## src/rtl/perceptron_feeder.sv

```systemverilog
// perceptron_feeder: assembles a serial 8-bit sample stream into a 4-lane
// operand vector, holds staged and active weight/bias/threshold configuration,
// and presents the complete operand set downstream with a valid/ready handshake.
//
// Ports:
//   clk, rst_n            clock, asynchronous active-low reset
//   s_valid/s_ready       sample stream handshake; s_data sample, s_last ends a short vector
//   cfg_we/addr/wdata     staging config write (0-3 weights, 4 bias, 5 threshold)
//   in0..in3              vector lanes
//   weight0..3/bias/threshold  active configuration
//   vec_valid/vec_ready   operand set handshake
//   vec_count             completed handshakes, wraps modulo 2^CNT_W
module perceptron_feeder #(
  parameter int unsigned DATA_W = 8,
  parameter int unsigned CNT_W  = 16
) (
  input  logic              clk,
  input  logic              rst_n,
  input  logic              s_valid,
  output logic              s_ready,
  input  logic [DATA_W-1:0] s_data,
  input  logic              s_last,
  input  logic              cfg_we,
  input  logic [2:0]        cfg_addr,
  input  logic [DATA_W-1:0] cfg_wdata,
  output logic [DATA_W-1:0] in0,
  output logic [DATA_W-1:0] in1,
  output logic [DATA_W-1:0] in2,
  output logic [DATA_W-1:0] in3,
  output logic [DATA_W-1:0] weight0,
  output logic [DATA_W-1:0] weight1,
  output logic [DATA_W-1:0] weight2,
  output logic [DATA_W-1:0] weight3,
  output logic [DATA_W-1:0] bias,
  output logic [DATA_W-1:0] threshold,
  output logic              vec_valid,
  input  logic              vec_ready,
  output logic [CNT_W-1:0]  vec_count
);

  localparam int unsigned LANES = 4;

  typedef enum logic {ST_FILL = 1'b0, ST_HOLD = 1'b1} state_t;

  state_t                         r_state, w_state_nxt;
  logic [1:0]                     r_idx, w_idx_nxt;
  logic [LANES-1:0][DATA_W-1:0]   r_lane, w_lane_nxt;
  logic [LANES-1:0][DATA_W-1:0]   r_stg_w, r_act_w;
  logic [DATA_W-1:0]              r_stg_bias, r_stg_thr;
  logic [DATA_W-1:0]              r_act_bias, r_act_thr;
  logic [CNT_W-1:0]               r_cnt, w_cnt_nxt;
  logic                           r_s_ready, w_s_ready_nxt;
  logic                           r_vec_valid, w_vec_valid_nxt;
  logic                           w_launch;

  // State register
  always_ff @(posedge clk or negedge rst_n) begin
    if (!rst_n) r_state <= ST_FILL;
    else        r_state <= w_state_nxt;
  end

  // Next-state, lane assembly and handshake outputs
  always_comb begin
    w_state_nxt     = r_state;
    w_idx_nxt       = r_idx;
    w_lane_nxt      = r_lane;
    w_cnt_nxt       = r_cnt;
    w_s_ready_nxt   = r_s_ready;
    w_vec_valid_nxt = r_vec_valid;
    w_launch        = 1'b0;
    case (r_state)
      ST_FILL: begin
        // s_ready is high for the whole of FILL, so s_valid alone accepts
        if (s_valid) begin
          w_lane_nxt[r_idx] = s_data;
          if (r_idx == 2'd3 || s_last) begin
            w_launch = 1'b1;
            // zero-pad lanes above the last sample of a short vector
            for (int unsigned i = 0; i < LANES; i++) begin
              if (2'(i) > r_idx) w_lane_nxt[2'(i)] = '0;
            end
            w_idx_nxt       = 2'd0;
            w_state_nxt     = ST_HOLD;
            w_s_ready_nxt   = 1'b0;
            w_vec_valid_nxt = 1'b1;
          end else begin
            w_idx_nxt = r_idx + 2'd1;
          end
        end
      end
      ST_HOLD: begin
        if (vec_ready) begin
          w_cnt_nxt       = r_cnt + CNT_W'(1);
          w_state_nxt     = ST_FILL;
          w_s_ready_nxt   = 1'b1;
          w_vec_valid_nxt = 1'b0;
        end
      end
      default: w_state_nxt = ST_FILL;
    endcase
  end

  // Datapath and registered handshake outputs
  always_ff @(posedge clk or negedge rst_n) begin
    if (!rst_n) begin
      r_idx       <= 2'd0;
      r_lane      <= '0;
      r_cnt       <= '0;
      r_s_ready   <= 1'b1;
      r_vec_valid <= 1'b0;
    end else begin
      r_idx       <= w_idx_nxt;
      r_lane      <= w_lane_nxt;
      r_cnt       <= w_cnt_nxt;
      r_s_ready   <= w_s_ready_nxt;
      r_vec_valid <= w_vec_valid_nxt;
    end
  end

  // Staging configuration, writable in any state
  always_ff @(posedge clk or negedge rst_n) begin
    if (!rst_n) begin
      r_stg_w    <= '0;
      r_stg_bias <= '0;
      r_stg_thr  <= '0;
    end else if (cfg_we) begin
      case (cfg_addr)
        3'd0, 3'd1, 3'd2, 3'd3: r_stg_w[cfg_addr[1:0]] <= cfg_wdata;
        3'd4:                   r_stg_bias <= cfg_wdata;
        3'd5:                   r_stg_thr  <= cfg_wdata;
        default: ;
      endcase
    end
  end

  // Active configuration copies the pre-edge staging values at launch,
  // so a write on the launch edge waits for the next vector
  always_ff @(posedge clk or negedge rst_n) begin
    if (!rst_n) begin
      r_act_w    <= '0;
      r_act_bias <= '0;
      r_act_thr  <= '0;
    end else if (w_launch) begin
      r_act_w    <= r_stg_w;
      r_act_bias <= r_stg_bias;
      r_act_thr  <= r_stg_thr;
    end
  end

  assign s_ready   = r_s_ready;
  assign vec_valid = r_vec_valid;
  assign vec_count = r_cnt;
  assign in0       = r_lane[0];
  assign in1       = r_lane[1];
  assign in2       = r_lane[2];
  assign in3       = r_lane[3];
  assign weight0   = r_act_w[0];
  assign weight1   = r_act_w[1];
  assign weight2   = r_act_w[2];
  assign weight3   = r_act_w[3];
  assign bias      = r_act_bias;
  assign threshold = r_act_thr;

endmodule

```

## config.mk

```make
export PLATFORM = sky130hd
export DESIGN_NAME = perceptron_feeder
export DESIGN_NICKNAME = d
export VERILOG_FILES = /design/src/rtl/perceptron_feeder.sv
export SDC_FILE = /design/constraint.sdc
export NUM_CORES = 1
export LEC_CHECK = 0
export CAP_MARGIN = 5
export CORE_AREA = 4 4 114 160
export DETAILED_ROUTE_END_ITERATION = 12
export DIE_AREA = 0 0 118 164
export PLACE_DENSITY_LB_ADDON = 0.25
export SLEW_MARGIN = 15
export SYNTH_ARGS = -nofsm -noshare
export SYNTH_HDL_FRONTEND = slang
export SYNTH_SLANG_ARGS = --single-unit
```

## constraint.sdc

```tcl
create_clock -name clk -period 1.4 [get_ports clk]
set_input_delay 0.21 -clock clk [delete_from_list [all_inputs] [get_ports clk]]
set_output_delay 0.21 -clock clk [all_outputs]
set_load 0.05 [all_outputs]
```

; After elaboration in Yosys (flattened, before gate mapping)
; Index checks and enable logic that the tools add are counted.
[op_classes]
eq_ne = 9
n_mux = 25
n_addsub = 2
bitwise = 1
n_lt_le_gt_ge = 8
n_reduce_logical = 11
[ops]
columns = cell, count
row1 = bitwise mux 32 bit, 2
row2 = 2-to-1 mux 8 bit, 6
row3 = demux 8 bit (select 2 bit), 2
row4 = 2-to-1 mux 32 bit, 1
row5 = adder 16 x 1 -> 16 bit (second input constant), 1
row6 = 2-to-1 mux 1 bit, 10
row7 = AND reduction 2 bit, 5
row8 = equality test 3 x 2 -> 1 bit (second input constant), 2
row9 = equality test 3 bit (second input constant), 2
row10 = < comparator 2 x 3 -> 1 bit (second input constant), 2
row11 = inequality test 2 bit (second input constant), 3
row12 = case mux 1 bit (2 select lines), 3
row13 = >= comparator 2 x 1 -> 1 bit (second input constant), 2
row14 = greater-than comparator 1 x 2 -> 1 bit (first input constant), 2
row15 = greater-than comparator 2 bit (first input constant), 2
row16 = OR reduction 4 bit, 1
row17 = equality test 3 x 1 -> 1 bit (second input constant), 1
row18 = zero test 3 bit, 1
row19 = AND reduction 3 bit, 1
row20 = adder 2 x 1 -> 2 bit (second input constant), 1
row21 = equality test 2 bit (second input constant), 1
row22 = logical AND 1 bit, 2
row23 = 2-to-1 mux 2 bit, 1
row24 = logical OR 1 bit, 1
row25 = inverter 1 bit, 1
[totals]
regBits = 149
word_cells = 77
input_bits = 25
output_inout_bits = 98

; Logic depth before layout (Yosys ltp)
[logic_depth]
word_depth = 7
ltp_mapped = 7
ltp_nobuf = 5

; Least setup slack after synthesis
; No wires, ideal clock.
[synth_timing]
kind = register -> register
startpoint = register r_cnt[4] (netlist: vec_count[4])
endpoint = register r_cnt[14] (netlist: vec_count[14])
synth_period_minus_slack_ns = 1.747
path_stages_with_launch = 5
t_arrival_ns = 1.606
setup_time_ns = 0.141
required_time_ns = 1.259
path_slack_ns = -0.347
cell_sequence = dfrtp_1 -> nand3_1 -> nor4_2 -> nand3_1 -> xnor2_1
[synth_via]
elab_chain_cells = 1
[synth_lines]
columns = element, line
row1 = from (decl), 51  ; logic [CNT_W-1:0] r_cnt, w_cnt_nxt;
row2 = from (signal assigned), 114  ; r_cnt <= w_cnt_nxt;
row3 = adder 16 x 1 -> 16 bit, 93  ; w_cnt_nxt = r_cnt + CNT_W'(1);
; Every way passes these cells.
; A chain may end at the register's enable or synchronous reset.

; Worst setup path after layout
[layout_timing]
startpoint = register r_idx[0]
endpoint = register r_act_thr[4] (netlist: threshold[4])
[layout_via]
elab_chain_cells = 5
[layout_lines]
columns = element, line
row1 = from (decl), 46  ; logic [1:0] r_idx, w_idx_nxt;
row2 = from (signal assigned), 112  ; r_idx <= w_idx_nxt;
row3 = equality test 2 bit, 76  ; if (r_idx == 2'd3 || s_last) begin
row4 = logical OR 1 bit, 76
row5 = 2-to-1 mux 1 bit, 76
row6 = 2-to-1 mux 1 bit, 74  ; if (s_valid) begin
row7 = 2-to-1 mux 1 bit, 71  ; case (r_state)
row8 = to (signal assigned), 146  ; r_act_thr <= r_stg_thr;
row9 = to (decl), 50  ; logic [DATA_W-1:0] r_act_bias, r_act_thr;
; Every way passes these cells.

==> results.cfg <==
[outcome]
status = complete, but fails checks
violations = negative setup slack

[clocking]
cts_tree = yes
clock_path_buffers = 2
clockRootBuffer = clkbuf_16
cts.sinks = 149
cts_max_level = 4
clk-insertion-delay-late_ps = 420
clk_pin_slew_ps = 70
numCtsBuffers = 17

[synthesis]
synth_cells = 491
ys_async_sr_fraction_pct = 100.0
synthFlopType = dfrtp_1
synth-simple-area-share_pct = 15.61
synth_xor_area_share_pct = 2.264
avgSynthCellArea_um2 = 11.82
syn-cell-area_um2 = 5803
synth_top_area_share_pct = 63.82
synth-seq-cells = 149
synth_edf_count = 0
synth.area.mux_share_pct = 11.06
synth_top_family_by_area = simple AND/OR/NAND/NOR gates
synth.distinct_cells = 35
synth_top_cell_by_area = dfrtp_1
synth_commonest_cells = 168 x nand2_1, 148 x dfrtp_1, 57 x mux2_2
synth_fa_ha_area_share_pct = 1.294
yosysMostFrequentCell = nand2_1
ys_seq_area_share_pct = 64.27
synth_nets = 522
ys_top_cells_by_area = dfrtp_1 64%, mux2_2 11%, nand2_1 11%, a22o_1 2.4%, xnor2_1 1.5%
synth_compound_area_share_pct = 3.601
yosysWarnings = 0

[power]
p_per_area_nw_per_um2 = 2228
power.share.clock_pct = 20.8
switching_share_pct = 39.68
p_comb_share_pct = 46.6
power_frac_seq_pct = 32.6
power.total_mw = 21.34
p_int_mw = 12.87
leakagePower_nw = 4.461
p_sw_mw = 8.468
irDropWorstVdd_uv = 1324

[global_routing]
gr-max-usage-layer = met2
grt_pass1_wl_um = 24030
grt_max_degree = 49
grt_usage_pct = 15.92
antenna_found_initial = 0
grt_util_met1_pct = 18.49
grtUsageMet2_pct = 27.56
grt_pass1_vias = 4557
gr-total-overflow = 0
grt.met3_usage_pct = 4.650

[worst_setup_path]
required_ps = 1710
critPathBufInv = 3
path_max_fanout = 12
worstRegToRegCells = 8
cp_cell_sequence = ha_4, nor2_4, buf_6, nor2_4, buf_12, clkbuf_16, nand2_1, nand2_1
worst-setup-path-type = reg2reg
reg2reg_from = r_idx[0]
r2r_setup_slack_ps = -60
slowest_delay_ps = 440
worstSetupStartpointType = flip-flop
critical_path.top_delay_family = flip-flops
cp_slowest_cell = dfrtp_1
cp.arrival_ps = 1770
cp-end-kind = flip-flop
r2r-end = threshold[4]

[timing]
fin_crit_sh_pct = 104.4
tightest_slew_ps = 425.7
setup_viol = 64
slew_headroom_pct = 71.62
period_needed_ps = 1462
setup_slack_ps = -61.76
fin_skew_ps = 10.26
finalMaxSlewViolations = 0
rsz0062_at_grt = yes
hold_viol = 0
max_freq_ghz = 0.6841

[final_layout]
fillers = 1354
insertedDiodeCount = 0
final_core_util_pct = 57.45
areaGrowthSynthToFinish_pct = 65.09
drive_above_1_share_pct = 45.15
finalNonFillerCells = 883
nets = 698

[placed_design]
place_congestion = 0.7988
dpl.hpwl_um = 10560
port_buffers = 122
dp.cells = 840

[detailed_routing]
vias_per_cell = 4.773
routed_wl_um = 14980
detail_route.first_pass.iterations = 4
num_vias = 4215
wl_per_cell_um = 16.97
initialDrtViolationCount = 193
postRouteAntennaNets = 0
remaining_drc_errors = 0

[worst_hold_path]
hp-class = in2async

[floorplan]
fp-row-count = 56
coreArea_um2 = 16680
boundaryPins = 123
die_y_um = 164
initial_core_util_pct = 34.80
die_width_um = 118
dieArea_um2 = 19350

[run]
drv_cap = 0
-- state kept, by name (all words and copies together), names as in the netlist, named ones only --
register / count
weight3: 8
in2: 8
in3: 8
r_stg_w: 32
bias: 8
r_stg_thr: 8
r_state: 1
threshold: 8
weight2: 8
s_ready: 1
r_stg_bias: 8
vec_count: 16
weight1: 8
r_idx: 2
weight0: 8
in1: 8
vec_valid: 1
-- power groups by stage --
stage / Clock [mW] / Sequential [mW] / Combinational, mW
final: 4.43 / 6.96 / 9.95
after global routing: 4.74 / 7.13 / 10.4
after CTS: 4.53 / 6.93 / 9.75
after detailed placement: 0 / 6.97 / 9.72
after global placement: 0 / 6.96 / 9.60
after floorplan: 0 / 9.69 / 1.42
-- layout by cell type, fill, tap and decap left out, types with 2 or more instances in the layout --
cell / synthesis / final
dfrtp_1: 148 / 136
buf_4: 1 / 33
and3_1: 2 / 2
nor4_4: 1 / 2
clkinv_8: 0 / 2
a22o_1: 16 / 16
clkinvlp_4: 0 / 2
nand4_1: 2 / 2
mux2_2: 57 / 57
nand2_2: 0 / 18
clkinv_4: 0 / 2
clkbuf_16: 0 / 19
ha_4: 0 / 2
inv_8: 0 / 5
a21oi_2: 0 / 7
clkdlybuf4s50_1: 0 / 23
nor3_2: 1 / 3
nand2_1: 168 / 146
nand3_2: 1 / 2
nand3_1: 16 / 14
and2_4: 0 / 2
buf_6: 1 / 8
dfrtp_2: 0 / 12
ha_1: 6 / 3
o21ai_0: 3 / 3
inv_6: 0 / 4
nor2_2: 2 / 3
xor2_1: 5 / 5
nand2_4: 0 / 4
xnor2_1: 10 / 10
inv_1: 5 / 4
o21ai_4: 0 / 2
buf_12: 0 / 109
nor2_1: 7 / 4
nor2_4: 0 / 2
-- logic make-up (layout without fill, tap and decap cells) --
kind of cell / count (synthesis) / after routing
xor+xnor: 15 / 15
mux: 57 / 57
buf+inv: 24 / 213
compound gates: 29 / 29
simple gates: 211 / 211
fa+ha+maj: 6 / 6
flops: 149 / 149
-- worst max path at each step --
stage,from,cells past startpoint,to
after floorplan,vec_count[7],4,vec_count[13]
after global placement,cfg_addr[2],5,r_stg_w[3]
after CTS,r_idx[0],6,flip-flop
final,r_idx[0],8,threshold[4]
after detailed placement,cfg_addr[1],5,r_stg_w[5]
after global routing,r_idx[0],8,threshold[4]
-- stage by stage --
| stage | setup WS, ps | TNS [ps] | hold WS (ps) | instance area [um2] |
|---|---|---|---|---|
| 3_3_place_gp | -295.1 | -31600 | 163.3 | 8673 |
| 6_report | -61.76 | -2300 | 271.8 | 9580 |
| 4_1_cts | -44.14 | -636.2 | 273.0 | 9284 |
| 5_1_grt | -90.04 | -4258 | 322.8 | 9580 |
| 2_1_floorplan | -45.24 | -132.1 | -85.59 | 5844 |
| 3_5_place_dp | -350.3 | -33680 | 166.3 | 8673 |
-- metal layers --
metal  part of all wire, %  wire length (um)  vias up
met1                    39              5912     2094
met2                    53              7955      124
li1                      -                 -     1972
met4                   3.0               454        0
met3                   4.4               659       25
met5                     0                 0        -
-- worst register-to-register path, cell delays in order, from the launching register on --
cell and delay, ps:
dfrtp_1 440, ha_4 220, nor2_4 100, buf_6 120, nor2_4 40, buf_12 150
clkbuf_16 170, nand2_1 70, nand2_1 60
-- repair_timing --
action / in CTS / in global routing
buffers inserted: 1 / 6
resized for setup: 6 / 50
cloned: 0 / 4
endpoints found under the setup margin: 75 / 86
hold buffers: 1 / 0
endpoints found under the hold margin: 38 / 0
pin swaps: 1 / 6
-- cell type report --
class	instances	area, um2	share of cell area (%)
Sequential cell	149	3745	39.09
Timing Repair Buffer	176	2810	29.33
Multi-Input combinational cell	318	2171	22.66
Clock buffer	17	425.4	4.440
Tap cell	203	254.0	2.651
Clock inverter	15	156.4	1.632
Inverter	5	18.77	0.1959
Power figures use the tool's default switching activity.
